<file path="config.mk">
export PLATFORM = sky130hd
export DESIGN_NAME = uart_rx_fifo
export DESIGN_NICKNAME = d
export VERILOG_FILES = /design/src/rtl/uart_pkg.sv /design/src/rtl/uart_baud_tick.sv /design/src/rtl/uart_rx_fifo.sv
export SDC_FILE = /design/constraint.sdc
export NUM_CORES = 1
export LEC_CHECK = 0
export CAP_MARGIN = 15
export CORE_MARGIN = 3
export CORE_UTILIZATION = 40
export CTS_BUF_LIST = sky130_fd_sc_hd__clkbuf_4 sky130_fd_sc_hd__clkbuf_8 sky130_fd_sc_hd__clkbuf_16
export CTS_CLUSTER_SIZE = 24
export DETAILED_ROUTE_END_ITERATION = 10
export PLACE_DENSITY = 0.58
export RECOVER_POWER = 25
export SYNTH_ARGS = -nofsm -noshare
export SYNTH_HDL_FRONTEND = slang
export SYNTH_SLANG_ARGS = --single-unit
</file>
<file path="constraint.sdc">
create_clock -name clk -period 8.2 [get_ports clk]
set_input_delay 1.64 -clock clk [delete_from_list [all_inputs] [get_ports clk]]
set_output_delay 1.64 -clock clk [all_outputs]
set_load 0.03 [all_outputs]
</file>
<file path="src/rtl/uart_pkg.sv">
// uart_pkg: shared types and helpers for the oversampling UART receiver
package uart_pkg;
  typedef enum logic [1:0] {PAR_NONE, PAR_ODD, PAR_EVEN} parity_e;
  typedef enum logic [2:0] {S_IDLE, S_START, S_DATA, S_PARITY, S_STOP, S_WAIT_IDLE} state_e;
  function automatic int div_calc(longint clk_hz, longint baud, longint os);
    return int'((clk_hz + baud * os / 2) / (baud * os));
  endfunction
endpackage

</file>
<file path="src/rtl/uart_baud_tick.sv">
// uart_baud_tick: free-running divider emitting a one-clk tick every DIV clocks, with sync restart
module uart_baud_tick #(
  parameter int DIV = 10
) (
  input  logic clk,
  input  logic rst_n,
  input  logic restart,
  output logic tick
);
  localparam int W = $clog2(DIV + 1);
  logic [W-1:0] cnt;
  assign tick = cnt == W'(DIV - 1);
  always_ff @(posedge clk or negedge rst_n)
    if (!rst_n) cnt <= '0;
    else cnt <= (restart || tick) ? '0 : cnt + 1'b1;
endmodule

</file>
<file path="src/rtl/uart_rx_fifo.sv">
// uart_rx_fifo: oversampling UART receiver with majority-vote sampling, error flags,
// first-word-fall-through receive FIFO and CTS flow control
module uart_rx_fifo
  import uart_pkg::*;
#(
  parameter int CLK_HZ     = 50_000_000,
  parameter int BAUD       = 9600,
  parameter int OVERSAMPLE = 16,
  parameter int DATA_BITS  = 8,
  parameter int PARITY     = 0,
  parameter int STOP_BITS  = 1,
  parameter int FIFO_DEPTH = 4
) (
  input  logic                 clk,
  input  logic                 rst_n,
  input  logic                 TX_D,
  output logic [DATA_BITS-1:0] rx_data,
  output logic                 rx_perr,
  output logic                 rx_ferr,
  output logic                 rx_valid,
  input  logic                 rx_ready,
  output logic                 overrun,
  output logic                 CTS,
  output logic                 busy
);
  localparam int DIV = div_calc(CLK_HZ, BAUD, OVERSAMPLE);
  localparam parity_e PMODE = parity_e'(PARITY);
  localparam int SW = $clog2(OVERSAMPLE);
  localparam int HW = $clog2(OVERSAMPLE + 1);
  localparam int BW = $clog2(DATA_BITS);
  localparam int AW = $clog2(FIFO_DEPTH);
  localparam int CW = AW + 1;
  localparam int EW = DATA_BITS + 2;
  localparam longint ERR = longint'(DIV) * BAUD * OVERSAMPLE - CLK_HZ;
  if (OVERSAMPLE < 8 || OVERSAMPLE % 2 != 0 || DATA_BITS < 5 || DATA_BITS > 9 || PARITY < 0 ||
      PARITY > 2 || STOP_BITS < 1 || STOP_BITS > 2 || FIFO_DEPTH < 2 ||
      (FIFO_DEPTH & (FIFO_DEPTH - 1)) != 0 || (ERR < 0 ? -ERR : ERR) * 50 >= CLK_HZ) begin : g_bad
    $error("uart_rx_fifo: unsupported parameter set");
  end
  logic s1, s2, prev, fall, tick, restart, mid, bit_v, push, ferr_n, perr, ferr;
  logic [1:0] warm, samp;
  logic [SW-1:0] sub;
  logic [HW-1:0] hcnt;
  logic [BW-1:0] bcnt;
  logic [DATA_BITS-1:0] sr;
  state_e state, state_n;
  // prev only trusts samples that really came from the line, so a line held low across reset is not a start edge
  always_ff @(posedge clk or negedge rst_n)
    if (!rst_n) begin
      s1 <= 1'b1;
      s2 <= 1'b1;
      warm <= '0;
      prev <= 1'b0;
    end else begin
      s1 <= TX_D;
      s2 <= s1;
      warm <= {warm[0], 1'b1};
      prev <= warm[1] & s2;
    end
  assign fall = prev & ~s2;
  uart_baud_tick #(.DIV(DIV)) u_tick (.clk(clk), .rst_n(rst_n), .restart(restart), .tick(tick));
  assign mid = tick && sub == SW'(OVERSAMPLE / 2 + 1);
  assign bit_v = (samp[0] & samp[1]) | (samp[0] & s2) | (samp[1] & s2);
  assign ferr_n = ferr | ~bit_v;
  assign busy = state != S_IDLE;
  always_comb begin
    state_n = state;
    restart = 1'b0;
    push = 1'b0;
    case (state)
      S_IDLE: if (fall) begin
        restart = 1'b1;
        state_n = S_START;
      end
      S_START: if (mid) state_n = bit_v ? S_IDLE : S_DATA;
      S_DATA: if (mid && bcnt == BW'(DATA_BITS - 1)) state_n = PMODE == PAR_NONE ? S_STOP : S_PARITY;
      S_PARITY: if (mid) state_n = S_STOP;
      S_STOP: if (mid && bcnt == BW'(STOP_BITS - 1)) begin
        push = 1'b1;
        state_n = ferr_n ? S_WAIT_IDLE : S_IDLE;
      end
      S_WAIT_IDLE: if (hcnt == HW'(OVERSAMPLE)) state_n = S_IDLE;
      default: state_n = S_IDLE;
    endcase
  end
  always_ff @(posedge clk or negedge rst_n)
    if (!rst_n) begin
      state <= S_IDLE;
      sub <= '0;
      samp <= '0;
      bcnt <= '0;
      sr <= '0;
      perr <= 1'b0;
      ferr <= 1'b0;
      hcnt <= '0;
    end else begin
      state <= state_n;
      if (restart) sub <= '0;
      else if (tick) sub <= sub == SW'(OVERSAMPLE - 1) ? '0 : sub + 1'b1;
      if (tick && sub == SW'(OVERSAMPLE / 2 - 1)) samp[0] <= s2;
      if (tick && sub == SW'(OVERSAMPLE / 2)) samp[1] <= s2;
      if (mid) bcnt <= state_n != state ? '0 : bcnt + 1'b1;
      if (mid && state == S_DATA) sr <= {bit_v, sr[DATA_BITS-1:1]};
      if (restart) perr <= 1'b0;
      else if (mid && state == S_PARITY) perr <= ^sr ^ bit_v ^ (PMODE == PAR_ODD);
      if (restart) ferr <= 1'b0;
      else if (mid && state == S_STOP) ferr <= ferr_n;
      hcnt <= (state != S_WAIT_IDLE || !s2) ? '0 : hcnt + HW'(tick);
    end
  logic [EW-1:0] mem [FIFO_DEPTH];
  logic [AW-1:0] wp, rp;
  logic [CW-1:0] cnt;
  logic full, pop, wr;
  assign full = cnt == CW'(FIFO_DEPTH);
  assign pop = rx_valid & rx_ready;
  assign wr = push & (~full | pop);
  assign rx_valid = cnt != '0;
  assign {rx_ferr, rx_perr, rx_data} = mem[rp];
  always_ff @(posedge clk or negedge rst_n)
    if (!rst_n) begin
      for (int i = 0; i < FIFO_DEPTH; i++) mem[i] <= '0;
      wp <= '0;
      rp <= '0;
      cnt <= '0;
      overrun <= 1'b0;
      CTS <= 1'b1;
    end else begin
      if (wr) mem[wp] <= {ferr_n, perr, sr};
      wp <= wp + AW'(wr);
      rp <= rp + AW'(pop);
      cnt <= cnt + CW'(wr) - CW'(pop);
      overrun <= push & full & ~pop;
      CTS <= CW'(FIFO_DEPTH) - cnt >= CW'(2);
    end
endmodule
</file>
==> impl_metrics.yaml <==
timing:
  rsz0062_at_grt: "false"
  worst_pin_slew_ns: 1.87
  skew_ns: 0.00587
  period_share: 0.481
  drv_slew: 37
  setup_viol_count_final: 0
  hold_viol: 0
  maxClockFrequency_mhz: 253
  relSlewSlack: -0.248
  tns_ns: 0
  fin_crit_ns: 3.95
grt:
  grt_pass1_vias: 2675
  grt-ovfl-total: 0
  antenna_found_initial: 0
  grt_use_total: 0.136
  grt_max_degree: 56
  grt_pass1_wl_um: 13700
layout:
  nNetsFinal: 373
  drive_gt1_frac: 0.259
  final_cells: 495
  diodes: 0
  syn_to_final_growth_pct: 12.9
synthesis:
  yosysUniqueCellTypes: 62
  syn_inst: 329
  async_flop_share: 1.00
  yosys_warnings: 0
  syn_area_mm2: 0.00455
  yosysSeqAreaShare: 0.495
  syn_avg_cell_area_um2: 13.8
  synthesis.nets: 352
  synth_flop_cell: "dfrtp_1"
  ys_ff_latch: 90
  synth-edff-count: 0
routing:
  vias_per_cell: 5.14
  drt_iter0_drc: 101
  via_count: 2543
  antenna_left: 0
  drc: 0
  drt_wl_total_um: 8020
  wl_per_cell_um: 16.2
  dr.pass1.iters: 4
die:
  core_mm2: 0.0110
  ios: 18
  dieArea_mm2: 0.0127
  placementRows: 38
  die_w_um: 113
  initial_utilization: 0.415
  die_y_um: 113
cts:
  cts_tree: "yes"
  cts_root_buf: "clkbuf_16"
  cts_setup_buffers: 0
  cts_inserted_buffers: 9
  clkLatencyLatePin_ns: 0.34
  htree_levels: 3
  clk_pin_slew_ns: 0.07
  cts_resized: 0
  cts_buffer_depth: 2
  cts.sinks: 90
  postCtsHoldBufs: 0
worst_setup_path:
  crit_type: "flop to output port"
  cp_num_buf_inv: 1
  critical_path_arrival_ns: 2.31
  critPathRequiredTime_ns: 6.56
  cp_top_family: "flip-flops"
  startpoint_type: "flop"
  slowest_stage: "dfrtp_1"
  max_stage_delay_ns: 0.76
  rrSetupSlack_ns: 4.85
  path_max_fanout: 11
  path_cells: "mux4_2, clkdlybuf4s50_1"
  worst_setup_path_end_kind: "output port"
worst_hold_path:
  hp-class: "flop to flop"
placement:
  port_buffers: 17
  dp.cells: 479
  hpwl_um: 5510
  gp_congestion: 0.769
flow_run:
  cap_violations: 1
run_status:
  violations: "max-capacitance violations, max-slew violations"
  outcome: "finished, violations left"
power_and_ir_drop:
  p_leak_uw: 0.00244
  pwr_density_cell_mw_per_mm2: 225
  ir_drop_v: 0.000125
## state kept, by name, indices dropped and copies added (netlist names), 2 cells and up
name and cells:
mem 40, u_tick.cnt 9, sr 8, hcnt 5, sub 4, bcnt 3, cnt 3, state 3
rp 2, samp 2, warm 2, wp 2
## path summary, 6_finish.rpt
check | start | to | cells after the start
min in group asynchronous | rst_n | mem[19] | 1
min reg2reg | warm[0] | warm[1] | 0
max | rp[0] | rx_perr | 2
max reg2reg | u_tick.cnt[3] | cnt[2] | 9
min | warm[0] | warm[1] | 0
max in group asynchronous | rst_n | hcnt[1] | 2
## cell type report
type / instances / area [um2]
Timing Repair Buffer: 19 / 175
Multi-Input combinational cell: 211 / 2140
Clock inverter: 7 / 100
Tap cell: 140 / 175
Clock buffer: 9 / 225
Fill cell: 958 / 5840
Inverter: 19 / 71.3
Sequential cell: 90 / 2260
## per-layer routing
metal / part of all wire / vias up / routed length (um) / track usage
met1: 0.48 / 1313 / 3830 / 0.181
li1: - / 1195 / - / -
met3: 0.029 / 12 / 229 / 0.0364
met5: 0 / - / 0 / 0
met4: 0.020 / 0 / 157 / 0.0513
met2: 0.47 / 23 / 3800 / 0.214
## per-stage QoR
step / util / worst slack [ns] / instance area, um2 / hold slack [ns] / total power (uW)
after floorplan: - / 5.02 / 4550 / 0.331 / 670
after global placement: 0.441 / 4.53 / 4850 / 0.333 / 718
after detailed placement: 0.441 / 4.51 / 4850 / 0.342 / 728
after CTS: 0.471 / 4.17 / 5170 / 0.355 / 1180
after global routing: 0.468 / 4.08 / 5140 / 0.371 / 1220
final: 0.468 / 4.25 / 5140 / 0.360 / 1150
## synth_stat cells, drive strengths merged (8+ instances only)
master,instances,share of area
nand2,8,0.0071
a21oi,8,0.0096
nor2,26,0.027
mux4,10,0.049
inv,19,0.016
xor2,12,0.023
nand3,10,0.012
mux2,50,0.16
ha,18,0.049
dfrtp,87,0.48
xnor2,9,0.017
## placed cells by master (no fill, tap or decap), drive strengths merged, types with 3 or more instances in the layout
cell | netlist | routed
or2 | 4 | 4
dfrtp | 87 | 87
ha | 18 | 18
dfstp | 3 | 3
a31oi | 3 | 3
nand3 | 10 | 10
nand2 | 8 | 8
mux2 | 50 | 50
nand2b | 4 | 4
xor2 | 12 | 12
clkinvlp | 0 | 3
clkdlybuf4s50 | 0 | 15
xnor2 | 9 | 9
nor3 | 4 | 4
inv | 19 | 21
nor2 | 26 | 26
a21oi | 8 | 8
clkbuf | 4 | 11
or3 | 4 | 4
mux4 | 10 | 10
and3 | 3 | 3
nand4 | 5 | 5
o21ai | 4 | 4
## report_power, final
part,total (uW),leakage (uW),internal [uW],switching [uW]
clock network,449,0.000149,269,179
registers,543,0.00121,479,64.2
logic,163,0.00109,83.2,79.7
## cell families after synthesis
logic type / share of synthesized area
adders and majority gates: 0.0560
and+or+nand+nor: 0.131
DFF: 0.495
AOI/OAI and AO/OA: 0.0330
muxes: 0.208
xor gates and xnor gates: 0.0453
buffers and inverters: 0.0299
other: 0.000823
(Power assumes the default switching activity.)
